`src/rtl/univ_shift_reg_pkg.sv`:
```
// Shared definitions for the universal shift register: mode codes,
// sequencer state encoding and the default shift-amount width.
package usr_pkg;

  localparam logic [2:0] MODE_HOLD = 3'd0;
  localparam logic [2:0] MODE_LOAD = 3'd1;
  localparam logic [2:0] MODE_SHL  = 3'd2;
  localparam logic [2:0] MODE_SHR  = 3'd3;
  localparam logic [2:0] MODE_ASHR = 3'd4;
  localparam logic [2:0] MODE_ROTL = 3'd5;
  localparam logic [2:0] MODE_ROTR = 3'd6;
  localparam logic [2:0] MODE_CLR  = 3'd7;

  typedef enum logic {
    ST_IDLE = 1'b0,
    ST_RUN  = 1'b1
  } state_t;

  // Amount field must be able to express 0..width inclusive.
  function automatic int amt_w_for(input int width);
    return $clog2(width) + 1;
  endfunction

  // Shift and rotate modes are the only ones that move bits through sout
  // and the only ones a start request may sequence.
  function automatic logic is_shift_mode(input logic [2:0] m);
    return (m >= MODE_SHL) && (m <= MODE_ROTR);
  endfunction

endpackage

```
`src/rtl/univ_shift_reg_if.sv`:
```
// Control/data bundle between a requester and the universal shift register.
interface univ_shift_reg_if #(
  parameter int WIDTH = 8,
  parameter int AMT_W = usr_pkg::amt_w_for(WIDTH)
);
  logic             en;
  logic [2:0]       mode;
  logic [WIDTH-1:0] d;
  logic             sin;
  logic             start;
  logic [AMT_W-1:0] amt;
  logic [WIDTH-1:0] q;
  logic             sout;
  logic             busy;
  logic             done;
  logic             zero;

  modport master (
    output en, mode, d, sin, start, amt,
    input  q, sout, busy, done, zero
  );

  modport slave (
    input  en, mode, d, sin, start, amt,
    output q, sout, busy, done, zero
  );
endinterface

```
`src/rtl/univ_shift_reg_step.sv`:
```
// One-position datapath step shared by single-cycle operations and the
// sequenced RUN path, so both produce bit-identical results.
module usr_step
  import usr_pkg::*;
#(
  parameter int WIDTH = 8
) (
  input  logic [WIDTH-1:0] q,
  input  logic [2:0]       op,
  input  logic             sin,
  input  logic [WIDTH-1:0] d,
  output logic [WIDTH-1:0] q_next,
  output logic             out_bit,
  output logic             shifted
);

  // Next register value and the bit leaving the register for this op.
  always_comb begin
    q_next  = q;
    out_bit = 1'b0;
    shifted = is_shift_mode(op);
    case (op)
      MODE_HOLD: q_next = q;
      MODE_LOAD: q_next = d;
      MODE_SHL: begin
        q_next  = {q[WIDTH-2:0], sin};
        out_bit = q[WIDTH-1];
      end
      MODE_SHR: begin
        q_next  = {sin, q[WIDTH-1:1]};
        out_bit = q[0];
      end
      MODE_ASHR: begin
        q_next  = {q[WIDTH-1], q[WIDTH-1:1]};
        out_bit = q[0];
      end
      MODE_ROTL: begin
        q_next  = {q[WIDTH-2:0], q[WIDTH-1]};
        out_bit = q[WIDTH-1];
      end
      MODE_ROTR: begin
        q_next  = {q[0], q[WIDTH-1:1]};
        out_bit = q[0];
      end
      MODE_CLR: q_next = '0;
      default:  q_next = q;
    endcase
  end

endmodule

```
`src/rtl/univ_shift_reg.sv`:
```
// Universal shift register with a start/busy/done multi-position sequencer.
//
// state   | meaning
// --------+-----------------------------------------------------------
// ST_IDLE | single-cycle ops on each enabled edge; accepts start
// ST_RUN  | applies latched op once per enabled edge until cnt expires
module univ_shift_reg
  import usr_pkg::*;
#(
  parameter int WIDTH = 8,
  parameter int AMT_W = amt_w_for(WIDTH)
) (
  input logic              clk,
  input logic              reset,
  univ_shift_reg_if.slave  bus
);

  state_t           state;
  logic [2:0]       op_r;
  logic [AMT_W-1:0] cnt;
  logic [WIDTH-1:0] q_r;
  logic             sout_r;
  logic             busy_r;
  logic             done_r;

  logic [2:0]       op_sel;
  logic [WIDTH-1:0] q_next;
  logic             out_bit;
  logic             shifted;

  // During RUN the latched op drives the datapath; mode is ignored.
  assign op_sel = (state == ST_RUN) ? op_r : bus.mode;

  usr_step #(.WIDTH(WIDTH)) u_step (
    .q       (q_r),
    .op      (op_sel),
    .sin     (bus.sin),
    .d       (bus.d),
    .q_next  (q_next),
    .out_bit (out_bit),
    .shifted (shifted)
  );

  // Sequencer, counter and output registers; done is a one-cycle pulse.
  always_ff @(posedge clk or negedge reset) begin
    if (!reset) begin
      state  <= ST_IDLE;
      op_r   <= MODE_HOLD;
      cnt    <= '0;
      q_r    <= '0;
      sout_r <= 1'b0;
      busy_r <= 1'b0;
      done_r <= 1'b0;
    end else begin
      done_r <= 1'b0;
      case (state)
        ST_IDLE: begin
          if (bus.en) begin
            if (bus.start && is_shift_mode(bus.mode)) begin
              // Start edge only latches the request; q moves from next edge.
              op_r <= bus.mode;
              cnt  <= bus.amt;
              if (bus.amt != '0) begin
                state  <= ST_RUN;
                busy_r <= 1'b1;
              end else begin
                done_r <= 1'b1;
              end
            end else begin
              q_r <= q_next;
              if (shifted) sout_r <= out_bit;
            end
          end
        end
        ST_RUN: begin
          if (bus.en) begin
            q_r    <= q_next;
            sout_r <= out_bit;
            cnt    <= cnt - AMT_W'(1);
            if (cnt == AMT_W'(1)) begin
              state  <= ST_IDLE;
              busy_r <= 1'b0;
              done_r <= 1'b1;
            end
          end
        end
        default: state <= ST_IDLE;
      endcase
    end
  end

  assign bus.q    = q_r;
  assign bus.sout = sout_r;
  assign bus.busy = busy_r;
  assign bus.done = done_r;
  assign bus.zero = (q_r == '0);

endmodule

```
`src/flat_wrapper.sv`:
```
// flat-port wrapper written by rule: the top's interface ports become plain ports
module univ_shift_reg_flat import usr_pkg::*;
#(
  parameter int WIDTH = 8,
  parameter int AMT_W = amt_w_for(WIDTH)
)
  (clk, reset, bus_en, bus_mode, bus_d, bus_sin, bus_start, bus_amt, bus_q, bus_sout, bus_busy, bus_done, bus_zero);
  univ_shift_reg_if #(.WIDTH(WIDTH), .AMT_W(AMT_W)) bus_i ();
  input logic clk;
  input logic reset;
  input wire logic [$bits(bus_i.en)-1:0] bus_en;
  input wire logic [$bits(bus_i.mode)-1:0] bus_mode;
  input wire logic [$bits(bus_i.d)-1:0] bus_d;
  input wire logic [$bits(bus_i.sin)-1:0] bus_sin;
  input wire logic [$bits(bus_i.start)-1:0] bus_start;
  input wire logic [$bits(bus_i.amt)-1:0] bus_amt;
  output wire logic [$bits(bus_i.q)-1:0] bus_q;
  output wire logic [$bits(bus_i.sout)-1:0] bus_sout;
  output wire logic [$bits(bus_i.busy)-1:0] bus_busy;
  output wire logic [$bits(bus_i.done)-1:0] bus_done;
  output wire logic [$bits(bus_i.zero)-1:0] bus_zero;
  assign bus_i.en = bus_en;
  assign bus_i.mode = bus_mode;
  assign bus_i.d = bus_d;
  assign bus_i.sin = bus_sin;
  assign bus_i.start = bus_start;
  assign bus_i.amt = bus_amt;
  assign bus_q = bus_i.q;
  assign bus_sout = bus_i.sout;
  assign bus_busy = bus_i.busy;
  assign bus_done = bus_i.done;
  assign bus_zero = bus_i.zero;
  univ_shift_reg #(.WIDTH(WIDTH), .AMT_W(AMT_W)) u_core (.clk(clk), .reset(reset), .bus(bus_i));
endmodule
```
`config.mk`:
```
export PLATFORM = sky130hd
export DESIGN_NAME = univ_shift_reg_flat
export DESIGN_NICKNAME = d
export VERILOG_FILES = /design/src/rtl/univ_shift_reg_pkg.sv /design/src/rtl/univ_shift_reg_if.sv /design/src/rtl/univ_shift_reg_step.sv /design/src/rtl/univ_shift_reg.sv /design/src/flat_wrapper.sv
export SDC_FILE = /design/constraint.sdc
export NUM_CORES = 1
export LEC_CHECK = 0
export ABC_AREA = 1
export BUFFER_PORTS_ARGS = -buffer_cell sky130_fd_sc_hd__buf_2
export CELL_PAD_IN_SITES_DETAIL_PLACEMENT = 0
export CELL_PAD_IN_SITES_GLOBAL_PLACEMENT = 2
export CORE_AREA = 4 4 81 83
export DETAILED_ROUTE_END_ITERATION = 10
export DIE_AREA = 0 0 85 87
export GPL_TIMING_DRIVEN = 0
export PLACE_DENSITY = 0.75
export REMOVE_ABC_BUFFERS = 1
export SETUP_SLACK_MARGIN = 0.2
export SKIP_LAST_GASP = 1
export SYNTH_ARGS = -nofsm -noshare
export SYNTH_HDL_FRONTEND = slang
export SYNTH_HIERARCHICAL = 1
export SYNTH_SLANG_ARGS = --single-unit
```
`constraint.sdc`:
```
create_clock -name clk -period 3 [get_ports clk]
set_clock_uncertainty 0.2 [all_clocks]
set_input_delay 0.15 -clock clk [delete_from_list [all_inputs] [get_ports clk]]
set_output_delay 0.15 -clock clk [all_outputs]
set_load 0.02 [all_outputs]
```
==> qor.txt <==
total non-filler cell area in the finished layout -> 0.00197 mm^2
setup repair after global routing missed its margin -> false
power density over the cells -> 959 mW/mm^2
Avg Vias per Cell -> 4.78
clock tree from TritonCTS -> built
transition time at the pin with the least slew margin -> 0.620 ns
cell depth of the worst hold path -> 5
fraction of the yosys area taken by sequential cells -> 0.288
total CTS buffers -> 3
CP Max Fanout -> 21
total power -> 1.89 mW
mean instance size in the synthesized netlist -> 6.26 um^2
R2R setup slack -> 0.51 ns
number of sinks driven by the clock tree -> 19
worst min path class -> in2reg
count of endpoints failing hold in the final timing report -> 0
pin count of the biggest net entering global routing -> 23
CP Data Required Time -> 2.96 ns
Site Rows -> 28
number of H-tree levels -> 1
placed instance count -> 358
Min-Delay Startpoint -> bus_amt[2]
Core ar. -> 0.00585 mm^2
clock root buffer -> sky130_fd_sc_hd__clkbuf_8
startpoint types -> register
number of nets with antenna violations after detailed routing -> 0
insertion delay to the later sink of the worst-skew pair -> 0.26 ns
fraction of layout cells with a size suffix above 1 -> 0.190
CP Capture Type -> register
routed length per placed instance -> 13.6 um
headroom to the max-slew limit -> 0.585
via count -> 1769
final routed wirelength across all metal layers -> 5030 um
Post-Route Setup TNS -> 0 ns
width of the die -> 85 um
Initial Util -> 0.283
Net count, final -> 318
global route total overflow -> 0
result of the run -> completed
P_leak -> 1.06 nW
total iterations of the first detailed-routing run -> 4
post-synthesis cell type with the largest combined area -> sky130_fd_sc_hd__dfrtp_1
number of antenna violations at the first check in global routing -> 0
worst setup slack after layout -> 0.511 ns
die area -> 0.00740 mm^2
final count of negative-setup-slack endpoints -> 0
count of buffers from port buffering -> 31
total cell area at the placement stage -> 0.00182 mm^2
Place WS -> 0.157 ns
achievable clock frequency -> 0.402 GHz
worst hold slack across all endpoints -> 0.0161 ns
post-synthesis cell type count -> 26
instance count of the mapped netlist -> 264
final non-filler cell total -> 370
top cells by area, synth -> sky130_fd_sc_hd__dfrtp_1 (29%), sky130_fd_sc_hd__nand2_1 (19%), sky130_fd_sc_hd__nand3_1 (10%), sky130_fd_sc_hd__nand4_1 (9.5%), sky130_fd_sc_hd__nor2_1 (8.2%)
GRT Util Overall -> 0.140
worst reg2reg startpoint -> u_core/state
Top Ports -> 32
logic depth of the worst register-to-register path -> 9
Synthesis Warnings -> 6
Clock transition at path regs -> 0.09 ns
type of the worst setup path -> reg2reg
wire length of the first global-routing pass -> 8380 um
Max IR drop VDD -> 0.385 mV
max cap viols -> 0
die extent in y -> 87 um
number of synthesized register bits -> 19
Detail Placement HPWL -> 3270 um
utilization after layout -> 0.337
Post CTS Setup Buffer Count -> 0
destination of the worst hold path -> u_core/cnt[2]
drc violations -> 0
number of antenna diodes -> 0
Post-Synthesis Cell Area -> 0.00165 mm^2
top-area cell type share of the netlist area -> 0.288
P&R area growth vs syn -> 19.4%
vias in the first global route -> 1631
global placer's final weighted congestion -> 0.728
Max clock buf depth -> 2
endpoint of the worst-slack reg-to-reg timing path -> u_core/bus.sout
time the worst path needs with I/O delays and setup -> 2.49 ns
period utilization -> 0.830
first-iteration detailed-routing DRC count -> 139
worst endpoint data arrival time -> 2.45 ns
max-slew violation count -> 0
## routing by layer
| layer | track usage | vias up | part of all wire |
|---|---|---|---|
| met5 | 0 | - | 0 |
| met4 | 0.0173 | 0 | 0.0038 |
| met3 | 0.0265 | 2 | 0.066 |
| met2 | 0.213 | 55 | 0.41 |
| met1 | 0.210 | 783 | 0.52 |
| li1 | - | 929 | - |
## cell families after synthesis
kind of cell,share of synthesized area
fa+ha+maj,0.0151
simple gates,0.534
buf+inv,0.129
compound gates,0.0333
flops,0.288
## critical path, stage by stage (launching register included)
cell and delay, ns:
sky130_fd_sc_hd__dfrtp_2 0.57, sky130_fd_sc_hd__o21ai_4 0.58, sky130_fd_sc_hd__inv_2 0.26, sky130_fd_sc_hd__nand2_1 0.13
sky130_fd_sc_hd__nand2_1 0.08, sky130_fd_sc_hd__inv_2 0.06, sky130_fd_sc_hd__nand3_1 0.05, sky130_fd_sc_hd__or2_2 0.28
sky130_fd_sc_hd__nand4_1 0.10, sky130_fd_sc_hd__nand2_1 0.07
## cells in the mapped netlist (all sizes together)
master	number
nand2	85
nor2	38
nand3	35
inv	28
nand4	26
dfrtp	19
buf	11
o21ai	10
ha	2
nor3	2
nor4	2
or2	2
a21oi	1
and2	1
bufinv	1
clkbuf	1
## repair_timing
item / in CTS / in global routing
endpoints found under the hold margin: 25 / 0
setup endpoints to repair: 8 / 9
gates cloned: 0 / 1
pin swaps: 0 / 1
resized for setup: 0 / 4
hold buffers: 7 / 0
## power by group
part | internal (mW) | total, mW | switching (mW)
logic | 0.391 | 1.18 | 0.790
clock network | 0.0938 | 0.192 | 0.0986
registers | 0.356 | 0.519 | 0.164
## layout by cell type (no fill, tap or decap), drive strengths merged
| cell type | count |
|---|---|
| clkinvlp | 1 |
| or2 | 2 |
| a21oi | 1 |
| nor2 | 38 |
| clkbuf | 3 |
| o21ai | 11 |
| nor3 | 2 |
| nand3 | 35 |
| buf | 31 |
| inv | 28 |
| nand4 | 26 |
| and2 | 1 |
| bufinv | 1 |
| dfrtp | 19 |
| dlygate4sd3 | 7 |
| nor4 | 2 |
| nand2 | 85 |
| ha | 2 |
## how the worst max path moves through the flow
stage | from | endpoint | cells after the start
global placement | u_core/state | u_core/bus.q[3] | 8
finish | u_core/state | u_core/bus.sout | 9
CTS | u_core/state | u_core/bus.q[3] | 8
floorplan | u_core/state | u_core/bus.q[1] | 8
detailed placement | u_core/state | u_core/bus.q[3] | 8
global route | u_core/state | u_core/bus.sout | 10
## final cells by class
type	count	area, um^2
Fill cell	666	3880
Clock buffer	3	41.3
Sequential cell	19	477
Tap cell	75	93.8
Inverter	29	123
Clock inverter	1	7.51
Multi-Input combinational cell	205	1010
Timing Repair Buffer	38	225
## sequential cells by signal (all words and copies together), names as in the netlist
name / cells
u_core/bus.sout: 1
u_core/op_r: 3
u_core/bus.q: 8
u_core/cnt: 4
u_core/bus.done: 1
u_core/state: 1
u_core/bus.busy: 1
Note: power is estimated with default switching activity, not from simulation.
